==> config.mk <==
export PLATFORM = sky130hd
export DESIGN_NAME = pc_fetch_sequencer
export DESIGN_NICKNAME = d
export VERILOG_FILES = /design/src/rtl/ipf_pkg.sv /design/src/rtl/redirect_buffer.sv /design/src/rtl/pc_fetch_sequencer.sv
export SDC_FILE = /design/constraint.sdc
export NUM_CORES = 1
export LEC_CHECK = 0
export CAP_MARGIN = 5
export CORE_MARGIN = 10
export CORE_UTILIZATION = 40
export DETAILED_ROUTE_END_ITERATION = 16
export PLACE_DENSITY_LB_ADDON = 0.12
export SLEW_MARGIN = 20
export SYNTH_ARGS = -nofsm -noshare
export SYNTH_HDL_FRONTEND = slang
export SYNTH_SLANG_ARGS = --single-unit
==> constraint.sdc <==
create_clock -name clk -period 6 [get_ports clk]
set_input_delay 1.2 -clock clk [delete_from_list [all_inputs] [get_ports clk]]
set_output_delay 1.2 -clock clk [all_outputs]
set_load 0.005 [all_outputs]
==> src/rtl/ipf_pkg.sv <==
// Shared types and constants for the IPF-stage PC fetch sequencer.
package ipf_pkg;

  localparam logic [31:0] RESET_PC = 32'hBFC00000;
  localparam logic [31:0] PC_STEP  = 32'd4;

  typedef enum logic [1:0] {BOOT, RUN, WAIT} fsm_state_e;

  typedef enum logic [1:0] {NONE, EXC, ERET, BR} redir_src_e;

  typedef struct packed {
    logic       v;
    logic       slot;
    redir_src_e src;
    logic [31:0] pc;
  } redir_t;

endpackage

==> src/rtl/redirect_buffer.sv <==
// Holds one pending redirect and merges this cycle's redirect events into it
// with exc > eret > br priority.
module redirect_buffer
  import ipf_pkg::*;
(
  input  logic        clk,
  input  logic        rst,
  input  logic        ev_en,
  input  logic        exc_valid,
  input  logic [31:0] exc_target,
  input  logic        eret_valid,
  input  logic [31:0] epc,
  input  logic        br_valid,
  input  logic [31:0] br_target,
  input  logic        br_slot_done,
  input  logic        clr,
  output logic        pend_v,
  output logic        slot_v,
  output logic        m_v,
  output logic        m_slot,
  output logic [31:0] m_pc
);

  redir_t pend_q, ev, merged;

  always_comb begin
    ev = '0;
    if (ev_en) begin
      if (exc_valid) begin
        ev.v   = 1'b1;
        ev.src = EXC;
        ev.pc  = exc_target;
      end else if (eret_valid) begin
        ev.v   = 1'b1;
        ev.src = ERET;
        ev.pc  = epc;
      end else if (br_valid && !(pend_q.v && pend_q.src != BR)) begin
        // a branch may replace an older branch, never a pending exc/eret
        ev.v    = 1'b1;
        ev.slot = !br_slot_done;
        ev.src  = BR;
        ev.pc   = br_target;
      end
    end
    merged = ev.v ? ev : pend_q;
  end

  always_ff @(posedge clk or posedge rst) begin
    if (rst)      pend_q <= '0;
    else if (clr) pend_q <= '0;
    else          pend_q <= merged;
  end

  assign pend_v = pend_q.v;
  assign slot_v = pend_q.slot;
  assign m_v    = merged.v;
  assign m_slot = merged.slot;
  assign m_pc   = merged.pc;

endmodule

==> src/rtl/pc_fetch_sequencer.sv <==
// IPF-stage PC sequencer: fetch handshake FSM, PC write enable / next PC,
// and redirect application (exc, eret, branch with delay slot).
module pc_fetch_sequencer
  import ipf_pkg::*;
(
  input  logic        clk,
  input  logic        rst,
  input  logic [31:0] pc_cur,
  output logic        wpc,
  output logic [31:0] pc_next,
  output logic        if_req,
  input  logic        if_addr_ok,
  input  logic        stall,
  input  logic        exc_valid,
  input  logic [31:0] exc_target,
  input  logic        eret_valid,
  input  logic [31:0] epc,
  input  logic        br_valid,
  input  logic [31:0] br_target,
  input  logic        br_slot_done,
  output logic        if_flush
);

  fsm_state_e  state, state_d;
  logic        pend_v, slot_v, m_v, m_slot;
  logic [31:0] m_pc, pc_seq;
  logic        consume, imm;

  redirect_buffer u_rbuf (
    .clk          (clk),
    .rst          (rst),
    .ev_en        (state != BOOT),
    .exc_valid    (exc_valid),
    .exc_target   (exc_target),
    .eret_valid   (eret_valid),
    .epc          (epc),
    .br_valid     (br_valid),
    .br_target    (br_target),
    .br_slot_done (br_slot_done),
    .clr          (consume),
    .pend_v       (pend_v),
    .slot_v       (slot_v),
    .m_v          (m_v),
    .m_slot       (m_slot),
    .m_pc         (m_pc)
  );

  assign pc_seq = pc_cur + PC_STEP;

  always_comb begin
    state_d  = state;
    if_req   = 1'b0;
    wpc      = 1'b0;
    if_flush = 1'b0;
    pc_next  = RESET_PC;
    consume  = 1'b0;
    imm      = 1'b0;
    case (state)
      BOOT: begin
        state_d = RUN;
        consume = 1'b1;
      end
      RUN: begin
        // non-slot redirect with nothing in flight: apply now, no request
        imm      = m_v && !m_slot;
        if_req   = !stall && !(pend_v && !slot_v) && !imm;
        wpc      = imm || (if_req && if_addr_ok);
        pc_next  = m_v ? m_pc : pc_seq;
        if_flush = imm;
        consume  = wpc;
        state_d  = (if_req && !if_addr_ok) ? WAIT : RUN;
      end
      WAIT: begin
        if_req   = 1'b1;
        wpc      = if_addr_ok;
        pc_next  = m_v ? m_pc : pc_seq;
        // a slot redirect keeps the accepted fetch, so no flush for it
        if_flush = if_addr_ok && m_v && !m_slot;
        consume  = if_addr_ok;
        state_d  = if_addr_ok ? RUN : WAIT;
      end
      default: state_d = BOOT;
    endcase
  end

  always_ff @(posedge clk or posedge rst) begin
    if (rst) state <= BOOT;
    else     state <= state_d;
  end

endmodule
# Word-level counts from Yosys, hierarchy flattened
# Index checks and enable logic that the tools add are counted.
[word_totals] regBits=38 input_bits=136 word_cells=51
[op_classes] n_addsub=1 n_eq_ne=3 muxes=19 reduce_logical=23
[op_table] op="36-bit 2-to-1 mux" count=4
[op_table] op="34-bit 2-to-1 mux" count=2
[op_table] op="32-bit 2-to-1 mux" count=2
[op_table] op="32-bit by 3-bit adder with 32-bit output (second input constant)" count=1
[op_table] op="1-bit logical AND" count=10
[op_table] op="1-bit logical NOT" count=8
[op_table] op="1-bit case mux with 2 select lines" count=3
[op_table] op="2-bit case mux with 3 select lines" count=1
[op_table] op="1-bit 2-to-1 mux" count=4
[op_table] op="2-bit 2-to-1 mux" count=2
[op_table] op="2-bit nonzero test" count=2
[op_table] op="1-bit case mux with 3 select lines" count=1
[op_table] op="2-bit by 1-bit == test with 1-bit output (second input constant)" count=1
[op_table] op="2-bit == test (second input constant)" count=1
[op_table] op="2-bit logical NOT" count=1
[op_table] op="2-bit != test (second input constant)" count=1
[op_table] op="2-bit OR reduction" count=1
[op_table] op="1-bit logical OR" count=1

# Logic depth before layout (Yosys ltp)
# Gate-level depths: netlist of run 1.
[depth] word_depth=17 mapped_depth=8 ltp_nobuf=7

# Hierarchy
# A second synthesis of run 1 with hierarchy kept.
[hier_totals] cells_unflattened=512 area_unflattened_um2=4403.0
[modules_own_cells] module="redirect_buffer" n_inst=1 cells_per_inst=289 area_per_inst_um2=3046.7 seq_area_each_um2=900.9
[modules_own_cells] module="pc_fetch_sequencer" n_inst=1 cells_per_inst=223 area_per_inst_um2=1356.3 seq_area_each_um2=50.0

# Worst setup path after synthesis of run 1
# OpenSTA, ideal clock, no wires.
[synth_timing] path_type="input port to output port" from="input port pc_cur[2]" to="output port pc_next[30]" arrival_ps=2553 t_required_ps=4800 path_slack_ps=2247 stages=7 path_buffers=1 cell_sequence="ha_1 > nand3_1 > nor4_1 > buf_2 > nand4_1 > xnor2_1 > o211a_1"
[synth_via] elab_chain_len=3
[synth_rtl] element="start: declaration" line_no="pc_fetch_sequencer.sv:8" rtl="input logic [31:0] pc_cur,"
[synth_rtl] element="32-bit by 3-bit adder with 32-bit output" line_no="pc_fetch_sequencer.sv:48" rtl="assign pc_seq = pc_cur + PC_STEP;"
[synth_rtl] element="32-bit 2-to-1 mux" line_no="pc_fetch_sequencer.sv:68, pc_fetch_sequencer.sv:76"
[synth_rtl] element="32-bit 2-to-1 mux"
[synth_rtl] element="end: declaration" line_no="pc_fetch_sequencer.sv:10" rtl="output logic [31:0] pc_next,"
# Every way passes these cells.

# Worst setup path in the final report of run 1
[layout_timing] from="input port br_valid" to="output port pc_next[22]"
[layout_via] elab_chain_len=8
[layout_rtl] element="start: declaration" line_no="pc_fetch_sequencer.sv:18" rtl="input logic br_valid,"
[layout_rtl] element="1-bit logical AND *" line_no="redirect_buffer.sv:37" rtl="end else if (br_valid && !(pend_q.v && pend_q.src != BR)) begin"
[layout_rtl] element="36-bit 2-to-1 mux *" line_no="redirect_buffer.sv:37"
[layout_rtl] element="34-bit 2-to-1 mux / 1-bit 2-to-1 mux (equally long branches)" line_no="redirect_buffer.sv:33" rtl="end else if (eret_valid) begin"
[layout_rtl] element="34-bit 2-to-1 mux / 1-bit 2-to-1 mux (equally long branches)" line_no="redirect_buffer.sv:29" rtl="if (exc_valid) begin"
[layout_rtl] element="36-bit 2-to-1 mux *" line_no="redirect_buffer.sv:28" rtl="if (ev_en) begin"
[layout_rtl] element="36-bit 2-to-1 mux *" line_no="redirect_buffer.sv:45" rtl="merged = ev.v ? ev : pend_q;"
[layout_rtl] element="32-bit 2-to-1 mux *" line_no="pc_fetch_sequencer.sv:68, pc_fetch_sequencer.sv:76"
[layout_rtl] element="32-bit 2-to-1 mux *"
# Every way passes the cells marked *; elsewhere a longest branch is shown, timed or not. The select of a mux whose other input is x is not followed.

==> flow_metrics.py, run 1 <==
metrics = {
    "synthesis": {
        "number_of_flops_mapped_to_enable_cells_by_yosys": 0,
        "synth.ff_latch_count": 38,
        "mappedNetlistNets": 609,
        "post_synth.cell_area_avg_um2": 7.45,
        "dominantRegCellSynth": "dfrtp_1",
        "synth_cell_types": 51,
        "postSynthCellCount": 468,
        "yosys_warnings": 0,
        "ys_async_sr_fraction_pct": 100,
        "seq_area_frac_synth_pct": 27.3,
        "synthTopCellsByArea": "dfrtp_1 (27%), a21oi_1 (8.6%), nor2_1 (5.2%)",
        "top_area_cell_type_share_of_the_netlist_area_pct": 27.3,
        "yosysTopAreaCell": "dfrtp_1",
        "synth_area_um2": 3490,
    },
    "setup_path": {
        "cpMaxStageDelayCell": "clkdlybuf4s50_1",
        "critPathLaunch": "br_valid",
        "critical_path.max_stage_delay_ns": 0.72,
        "critical_path_class": "input port to output pin",
        "required_time_at_the_endpoint_of_the_critical_path_ns": 4.80,
        "startpoint_type": "input port",
        "crit_path_end_kind": "output pin",
        "timing.critical_path.arrival_ns": 3.96,
        "highest_fanout_seen_on_the_critical_path": 12,
        "crit_chain": "clkdlybuf4s50_1, nor2b_1, buf_4, nand3_1, a211oi_1, a211oi_1, o21ai_0, clkdlybuf4s50_1",
        "worst_r2r_startpoint": "u_rbuf.pend_v",
    },
    "floorplan": {
        "floorplan.initialDensity_pct": 40.6,
        "i_o_pin_count": 171,
        "core_region_area_um2": 8590,
        "floorplan.die_area_um2": 12900,
        "chipWidth_um": 113,
        "die_h_um": 113,
        "fp-row-count": 34,
    },
    "min_path": {
        "hold_path_startpoint": "u_rbuf.pend_q[7]",
        "min-delay-path-class": "flop to flop",
    },
    "cells_and_area": {
        "final_net_count": 759,
        "filler_cell_count": 783,
        "layout.cells.most_common": "clkdlybuf4s50_1",
        "most-common-layout-cells": "clkdlybuf4s50_1 (169), a21oi_1 (60), nor2_1 (48)",
        "num_antenna_cells": 0,
        "layout-area-overhead-vs-synth_pct": 55.1,
        "layout-drive-gt1-share_pct": 5.82,
        "post-route-util_pct": 62.9,
    },
    "clock_network": {
        "cts-resized-gates": 0,
        "htree_num_levels": 2,
        "hold_buffers": 0,
        "clk-insertion-delay-late_ns": 0.29,
        "cts.sink_count": 38,
        "tritoncts_buffer_count": 5,
        "cts_setup_buffers": 0,
        "clock_tree.root_cell": "clkbuf_8",
        "cts_tree": "yes",
        "cts_buffer_depth": 2,
        "cts.reportedPaths.clkPinSlew_ns": 0.08,
    },
    "global_routing": {
        "grt.overflow.total": 0,
        "grt_util_met3_pct": 7.61,
        "grt-busiest-layer": "met2",
        "grt_max_degree": 39,
        "number_of_global_route_vias_before_repair": 4254,
        "grt_util_met1_pct": 26.7,
        "antenna_violations_before_repair": 0,
        "grt_util_all_layers_pct": 21.1,
        "grt_first_pass_wirelength_um": 22200,
        "grt.met2_usage_pct": 33.6,
    },
    "detailed_routing": {
        "totalWireLength_um": 14100,
        "via_count": 4213,
        "remaining_drc_errors": 0,
        "first_pass_iters": 5,
        "initialDrtViolationCount": 175,
        "post_drt_wl_per_cell_um": 19.4,
        "ant_nets": 0,
        "detail_route.vias_per_cell": 5.80,
    },
    "pwr": {
        "pwr_density_cell_nw_per_um2": 376,
        "cellLeakagePower_nw": 2.12,
        "peak_supply_drop_v": 0.000191,
    },
    "placed_design": {
        "place.detailed.hpwl_um": 11300,
        "port_buffers": 170,
        "gp_congestion": 0.859,
    },
    "timing": {
        "timing.final.max_slew_violations": 0,
        "max-slew-margin-rel_pct": 46.2,
        "timing.fmax_mhz": 194,
        "finalClockSkew_ns": 0.00505,
        "grt_setup_unrepaired": "no",
        "layout_worst_path_cycle_share_pct": 86.0,
        "totalNegativeSetupSlack_ns": 0,
        "final_period_demand_of_the_worst_path_ns": 5.16,
        "setup-violations-final": 0,
        "timing_worst_slew_pin_value_ns": 0.806,
        "timing.final.hold_violations": 0,
    },
    "status": {
        "run_status": "complete, no violations",
    },
    "run": {
        "drv_cap": 0,
    },
}
==> Yosys cell counts (8+ instances only) <==
| cell | count |
|---|---|
| a21oi_1 | 60 |
| nor2_1 | 48 |
| dfrtp_1 | 38 |
| nand3_1 | 31 |
| clkbuf_1 | 23 |
| nand2_1 | 21 |
| a211oi_1 | 20 |
| o21ai_0 | 20 |
| inv_1 | 17 |
| nand4_1 | 16 |
| buf_2 | 15 |
| nor2b_1 | 15 |
| xnor2_1 | 10 |
| a311oi_1 | 9 |
| a22oi_1 | 8 |
| nand2b_1 | 8 |
| xor2_1 | 8 |
==> kinds of logic (layout without fill, tap and decap cells) <==
| family | after synthesis | in the layout | synth area share, % |
|---|---|---|---|
| flops | 38 | 38 | 27.3 |
| fa+ha+maj | 5 | 5 | 1.79 |
| mux | 1 | 1 | 0.287 |
| simple gates | 168 | 168 | 24.8 |
| buf+inv | 58 | 209 | 6.78 |
| compound gates | 180 | 180 | 34.6 |
| xor+xnor | 18 | 18 | 4.52 |
==> worst paths after layout <==
check	end	slack, ns	depth (start not counted)
max	pc_next[22]	0.84	8
min	u_rbuf.pend_q[7]	0.52	2
max reg2reg	u_rbuf.pend_q[16]	3.63	6
min reg2reg	u_rbuf.pend_q[7]	0.52	2
max in group asynchronous	u_rbuf.pend_q[31]	4.33	3
min in group asynchronous	u_rbuf.pend_q[4]	1.32	3
==> critical path, delay by kind of cell <==
family / cells / cell delay (ns)
buf+inv: 3 / 1.51
simple gates: 2 / 0.63
compound gates: 3 / 0.62
==> state kept, by name, summed over array words and instances, names as in the netlist <==
register       count
u_rbuf.slot_v      1
state              2
u_rbuf.pend_q     34
u_rbuf.pend_v      1
==> power breakdown <==
group | total, W | leakage (nW) | internal (W) | switching [W]
sequential | 0.000383 | 0.511 | 0.000342 | 0.0000411
combinational | 0.00139 | 1.54 | 0.000682 | 0.000705
clock | 0.000263 | 0.0683 | 0.000167 | 0.0000966
total | 0.00203 | 2.12 | 0.00119 | 0.000842
==> final cells by class <==
cell class	instances	area (µm²)	share of cell area, %
flip-flops and latches	38	951	17.6
inverters	18	67.6	1.25
clock inverters	3	68.8	1.27
multi-input cells	372	2310	42.7
repair buffers	183	1810	33.4
clock buffers	5	68.8	1.27
well taps	108	135	2.50
==> per-layer routing <==
layer  wire length [µm]  part of all wire [%]
met5                  0                     0
met4                166                   1.2
met3               1230                   8.7
met2               6590                    47
met1               6140                    43
==> per-stage QoR <==
stage / std cells / power (W) / instance area [µm²] / hold slack, ns / worst slack [ns]
global route: 727 / 0.00219 / 5410 / 0.547 / 0.618
finish: 727 / 0.00203 / 5410 / 0.523 / 0.841
CTS: 727 / 0.00204 / 5410 / 0.522 / 0.875
global placement: 719 / 0.00176 / 5270 / 0.494 / 0.916
detailed placement: 719 / 0.00177 / 5270 / 0.502 / 0.858
floorplan: 468 / 0.00107 / 3490 / 0.476 / 2.25
Power figures use the tool's default switching activity.
==> run 2, diff against run 1 <==
Settings changed: CORE_MARGIN 10 to not set, SKIP_CTS_REPAIR_TIMING set to 1.
==> run 2 against run 1 <==
  * Critical path depth increased by 1
  * Hold slack got worse by 0.0065 ns
  * Largest cell class unchanged
  * Power decreased by 2.4%
==> flow_metrics.py, run 2 (synthesis gave the netlist of run 1 again) <==
metrics = {
    "clock_network": {
        "clk-insertion-delay-late_ns": 0.30,
        "cts_tree": "yes",
        "clock_tree.root_cell": "clkbuf_8",
        "cts.sink_count": 38,
        "tritoncts_buffer_count": 5,
        "cts.reportedPaths.clkPinSlew_ns": 0.08,
        "cts_buffer_depth": 2,
        "htree_num_levels": 2,
    },
    "status": {
        "run_status": "complete, no violations",
    },
    "cells_and_area": {
        "post-route-util_pct": 64.2,
        "largest_register_ff_count": 34,
        "layout-drive-gt1-share_pct": 5.35,
        "num_antenna_cells": 0,
        "final_net_count": 758,
        "layout.cells.most_common": "clkdlybuf4s50_1",
        "layout-area-overhead-vs-synth_pct": 53.5,
        "final_cell_count_no_fill": 722,
        "filler_cell_count": 744,
        "most-common-layout-cells": "clkdlybuf4s50_1 (169), a21oi_1 (60), nor2_1 (48)",
        "top_regs": "u_rbuf.pend_q x34, state x2",
        "largest-register": "u_rbuf.pend_q",
    },
    "timing": {
        "timing_worst_slew_pin_value_ns": 0.910,
        "max-slew-margin-rel_pct": 39.4,
        "totalNegativeSetupSlack_ns": 0,
        "finalClockSkew_ns": 0.00533,
        "grt_setup_unrepaired": "no",
        "timing.fmax_mhz": 186,
        "final_period_demand_of_the_worst_path_ns": 5.39,
        "setup-violations-final": 0,
        "timing.final.hold_violations": 0,
        "setup_ws_ns": 0.612,
        "timing.final.max_slew_violations": 0,
        "layout_worst_path_cycle_share_pct": 89.8,
    },
    "min_path": {
        "min-delay-path-class": "flop to flop",
        "holdPathEnd": "u_rbuf.pend_q[1]",
        "worst_hold_path.num_cells": 2,
        "hold_path_startpoint": "u_rbuf.pend_q[1]",
    },
    "setup_path": {
        "highest_fanout_seen_on_the_critical_path": 21,
        "cpMaxStageDelayCell": "clkdlybuf4s50_1",
        "crit_chain": "clkdlybuf4s50_1, nor2_1, buf_4, a31o_2, buf_4, a211oi_1, a211oi_1, o21ai_0, clkdlybuf4s50_1",
        "crit_path_end_kind": "output pin",
        "worst_r2r_startpoint": "u_rbuf.pend_v",
        "worst_r2r_endpoint": "u_rbuf.pend_q[16]",
        "critPathLaunch": "eret_valid",
        "r2r.worst_path.cells": 6,
        "timing.critical_path.arrival_ns": 4.19,
        "startpoint_type": "input port",
        "reg2reg_slack_ns": 3.54,
        "required_time_at_the_endpoint_of_the_critical_path_ns": 4.80,
        "critical_path.max_stage_delay_ns": 0.68,
        "critical_path_class": "input port to output pin",
    },
    "global_routing": {
        "grt_max_degree": 61,
        "grt_util_all_layers_pct": 29.3,
        "number_of_global_route_vias_before_repair": 3980,
        "grt_first_pass_wirelength_um": 20500,
        "grt.overflow.total": 0,
        "antenna_violations_before_repair": 0,
    },
    "pwr": {
        "pwr_density_cell_nw_per_um2": 371,
        "report.power.total_w": 0.00198,
        "cellLeakagePower_nw": 2.10,
        "peak_supply_drop_v": 0.000273,
    },
    "floorplan": {
        "core_region_area_um2": 8340,
        "chipWidth_um": 95.4,
        "floorplan.initialDensity_pct": 41.8,
        "i_o_pin_count": 171,
        "fp-row-count": 33,
        "die_h_um": 95.4,
        "floorplan.die_area_um2": 9100,
    },
    "placed_design": {
        "gp_congestion": 0.871,
        "place.detailed.instances": 715,
        "place_worst_setup_slack_ns": 0.668,
        "place.detailed.hpwl_um": 9910,
        "port_buffers": 170,
    },
    "detailed_routing": {
        "totalWireLength_um": 13200,
        "detail_route.vias_per_cell": 5.94,
        "first_pass_iters": 5,
        "ant_nets": 0,
        "via_count": 4291,
        "remaining_drc_errors": 0,
        "post_drt_wl_per_cell_um": 18.3,
        "initialDrtViolationCount": 240,
    },
    "run": {
        "drv_cap": 0,
    },
}
## run 2: cell types whose count changed in the layout (fill, tap and decap cells not counted)
| cell | before | now |
|---|---|---|
| buf_12 | 1 | 0 |
| bufinv_16 | 2 | 1 |
| clkbuf_8 | 5 | 6 |
| clkinv_4 | 1 | 0 |
| nor4_1 | 3 | 4 |
| nor4_2 | 2 | 1 |
## run 2: worst max-delay path: cells and delay by family
kind	cells	cell delay, ns
compound gates	4	1.05
buf+inv	4	1.72
simple gates	1	0.20
## run 2: power breakdown
group          switching [W]  internal (W)
Clock              0.0000980      0.000133
Combinational       0.000701      0.000672
Sequential         0.0000388      0.000342
Total               0.000837       0.00115
## run 2: layout make-up
cell class                 count  area [µm²]  share of cell area (%)
clock buffer                   6        82.6                    1.54
clock inverter                 1        30.0                   0.561
inverter                      18        67.6                    1.26
multi-input combinational    372        2300                    43.0
sequential                    38         951                    17.8
tap                          105         131                    2.45
timing repair buffer         182        1790                    33.4
## run 2: metal layers
layer | routed length [µm] | global-route usage, % | vias up | part of all wire (%)
li1 | - | - | 2041 | -
met1 | 5860 | 40.4 | 2069 | 44
met2 | 6360 | 49.0 | 172 | 48
met3 | 848 | 3.03 | 9 | 6.4
met4 | 144 | 7.09 | 0 | 1.1
met5 | 0 | 0 | - | 0
## run 2: worst max-delay path by stage
stage / endpoint / slack [ns] / cells after the start
floorplan: pc_next[30] / 2.25 / 7
detailed placement: pc_next[22] / 0.67 / 9
CTS: pc_next[22] / 0.64 / 9
global placement: pc_next[23] / 0.73 / 9
finish: pc_next[22] / 0.61 / 9
global route: pc_next[22] / 0.38 / 9
## run 2: per-stage QoR
stage	hold WS, ns	area (µm²)
floorplan	0.476	3490
global placement	0.496	5240
detailed placement	0.501	5240
CTS	0.520	5350
global route	0.537	5350
finish	0.516	5350
==> run 3, diff against run 2 <==
Settings changed: MAX_ROUTING_LAYER set to met4.
==> run 3 against run 2 <==
  * Hold slack better by 0.0014 ns
  * Clock skew is 0.0025 ns higher
  * Cell count stayed put
  * Cell area is 0.47% lower
  * Sequential share of layout area is 0.083 points higher
  * Routed wire length is 3.9% higher
  * Clock power is 15% lower
  * Utilization is 0.30 points lower
  * Clock-buffer cell count stayed put
  * Non-clock buffer count is 1 lower
  * Sequential cell count stayed put
  * Largest power group unchanged
==> flow_metrics.py, run 3 (synthesis gave the netlist of run 1 again) <==
metrics = {
    "placed_design": {
        "dpl_cell_area_um2": 5230,
        "place_worst_setup_slack_ns": 0.784,
        "gp_congestion": 0.894,
        "port_buffers": 170,
        "place.detailed.hpwl_um": 10000,
    },
    "global_routing": {
        "grt.overflow.total": 0,
        "antenna_violations_before_repair": 0,
        "grt_first_pass_wirelength_um": 20500,
        "grt_util_all_layers_pct": 30.6,
        "number_of_global_route_vias_before_repair": 4092,
        "grt_max_degree": 61,
    },
    "floorplan": {
        "chipWidth_um": 95.4,
        "floorplan.initialDensity_pct": 41.8,
        "fp-row-count": 33,
        "i_o_pin_count": 171,
        "core_region_area_um2": 8340,
        "floorplan.die_area_um2": 9100,
        "die_h_um": 95.4,
    },
    "timing": {
        "hold_slack_ns": 0.518,
        "timing.final.max_slew_violations": 0,
        "timing.final.hold_violations": 0,
        "final_period_demand_of_the_worst_path_ns": 5.27,
        "timing.fmax_mhz": 190,
        "setup-violations-final": 0,
        "layout_worst_path_cycle_share_pct": 87.8,
        "max-slew-margin-rel_pct": 37.3,
        "setup_ws_ns": 0.729,
        "timing_worst_slew_pin_value_ns": 0.941,
        "finalClockSkew_ns": 0.00779,
        "grt_setup_unrepaired": "no",
        "totalNegativeSetupSlack_ns": 0,
    },
    "setup_path": {
        "timing.critical_path.arrival_ns": 4.07,
        "highest_fanout_seen_on_the_critical_path": 33,
        "crit_path_end_kind": "output pin",
        "critical_path_class": "input port to output pin",
        "startpoint_type": "input port",
        "required_time_at_the_endpoint_of_the_critical_path_ns": 4.80,
    },
    "cells_and_area": {
        "filler_cell_count": 741,
        "layout-area-overhead-vs-synth_pct": 52.8,
        "largest-register": "u_rbuf.pend_q",
        "layout.cells.most_common": "clkdlybuf4s50_1",
        "layout-drive-gt1-share_pct": 5.35,
        "most-common-layout-cells": "clkdlybuf4s50_1 (169), a21oi_1 (60), nor2_1 (48)",
        "top_regs": "u_rbuf.pend_q x34, state x2",
        "num_antenna_cells": 0,
        "largest_register_ff_count": 34,
        "regArea_um2": 951,
        "multi_input_gate_area_in_the_final_layout_um2": 2300,
        "final_instance_area_um2": 5330,
        "final_net_count": 757,
    },
    "clock_network": {
        "htree_num_levels": 2,
        "clock_tree.root_cell": "clkbuf_8",
        "clk-insertion-delay-late_ns": 0.30,
        "cts_tree": "yes",
        "cts.sink_count": 38,
        "cts_buffer_depth": 2,
        "tritoncts_buffer_count": 5,
        "cts.reportedPaths.clkPinSlew_ns": 0.08,
    },
    "pwr": {
        "power.net_switching_w": 0.000853,
        "power_switching_share_pct": 43.6,
        "report.power.total_w": 0.00196,
        "comb_power_share_pct": 70.4,
        "peak_supply_drop_v": 0.000240,
        "internal_power_w": 0.00110,
        "seq_power_share_pct": 19.6,
        "cellLeakagePower_nw": 2.08,
        "pwr_density_cell_nw_per_um2": 367,
        "power.share.clock_pct": 10.0,
    },
    "status": {
        "run_status": "complete, no violations",
    },
    "detailed_routing": {
        "first_pass_iters": 5,
        "totalWireLength_um": 13700,
        "remaining_drc_errors": 0,
        "post_drt_wl_per_cell_um": 19.0,
        "ant_nets": 0,
        "initialDrtViolationCount": 227,
        "detail_route.vias_per_cell": 6.01,
        "via_count": 4336,
    },
    "min_path": {
        "min-delay-path-class": "flop to flop",
    },
    "run": {
        "drv_cap": 0,
    },
}
==> run 3: changes by cell type in the layout (fill, tap and decap cells not counted) <==
cell	previous run	this run
buf_4	12	11
bufinv_16	1	0
clkinv_2	0	1
clkinvlp_4	0	1
==> run 3: worst max-delay path, cell delays in order <==
cell and delay (ns):
clkdlybuf4s50_1 0.62, nand3_1 0.26, a31o_2 0.52, buf_4 0.43, a21oi_1 0.08, a22oi_1 0.36
a21oi_1 0.12, clkdlybuf4s50_1 0.46
==> run 3: layout make-up <==
cell class / count / area share (%)
Multi-Input combinational cell: 372 / 43.2
Timing Repair Buffer: 181 / 33.4
Sequential cell: 38 / 17.8
Tap cell: 105 / 2.47
Clock buffer: 6 / 1.55
Inverter: 18 / 1.27
Clock inverter: 2 / 0.235
==> run 3: power by group through the flow <==
stage,Combinational (W),Sequential (W),Clock (W)
after global placement,0.00135,0.000382,0
after detailed placement,0.00136,0.000386,0
after floorplan,0.000695,0.000374,0
after CTS,0.00137,0.000381,0.000199
after global routing,0.00149,0.000392,0.000211
final,0.00138,0.000383,0.000197
==> run 3: through the flow <==
stage	utilization [%]	std cells
6_report	63.9	722
5_1_grt	63.9	722
4_1_cts	63.9	722
3_5_place_dp	62.7	714
3_3_place_gp	62.7	714
2_1_floorplan	-	468
==> run 3: metal layers <==
layer	track usage [%]	part of all wire, %	wire, µm
met5	-	0	0
met2	50.7	48	6550
met3	4.63	7.4	1020
met4	9.08	1.8	253
met1	38.6	43	5900
==> run 3: final timing paths <==
check	from	to	slack, ns	cells past startpoint
setup / recovery	br_valid	pc_next[4]	0.73	8
hold / removal	u_rbuf.pend_q[3]	u_rbuf.pend_q[3]	0.52	2
setup reg to reg	state[1]	u_rbuf.pend_q[4]	3.42	7
hold reg to reg	u_rbuf.pend_q[3]	u_rbuf.pend_q[3]	0.52	2
max in group asynchronous	rst	u_rbuf.pend_q[28]	4.31	3
min in group asynchronous	rst	state[0]	1.32	3
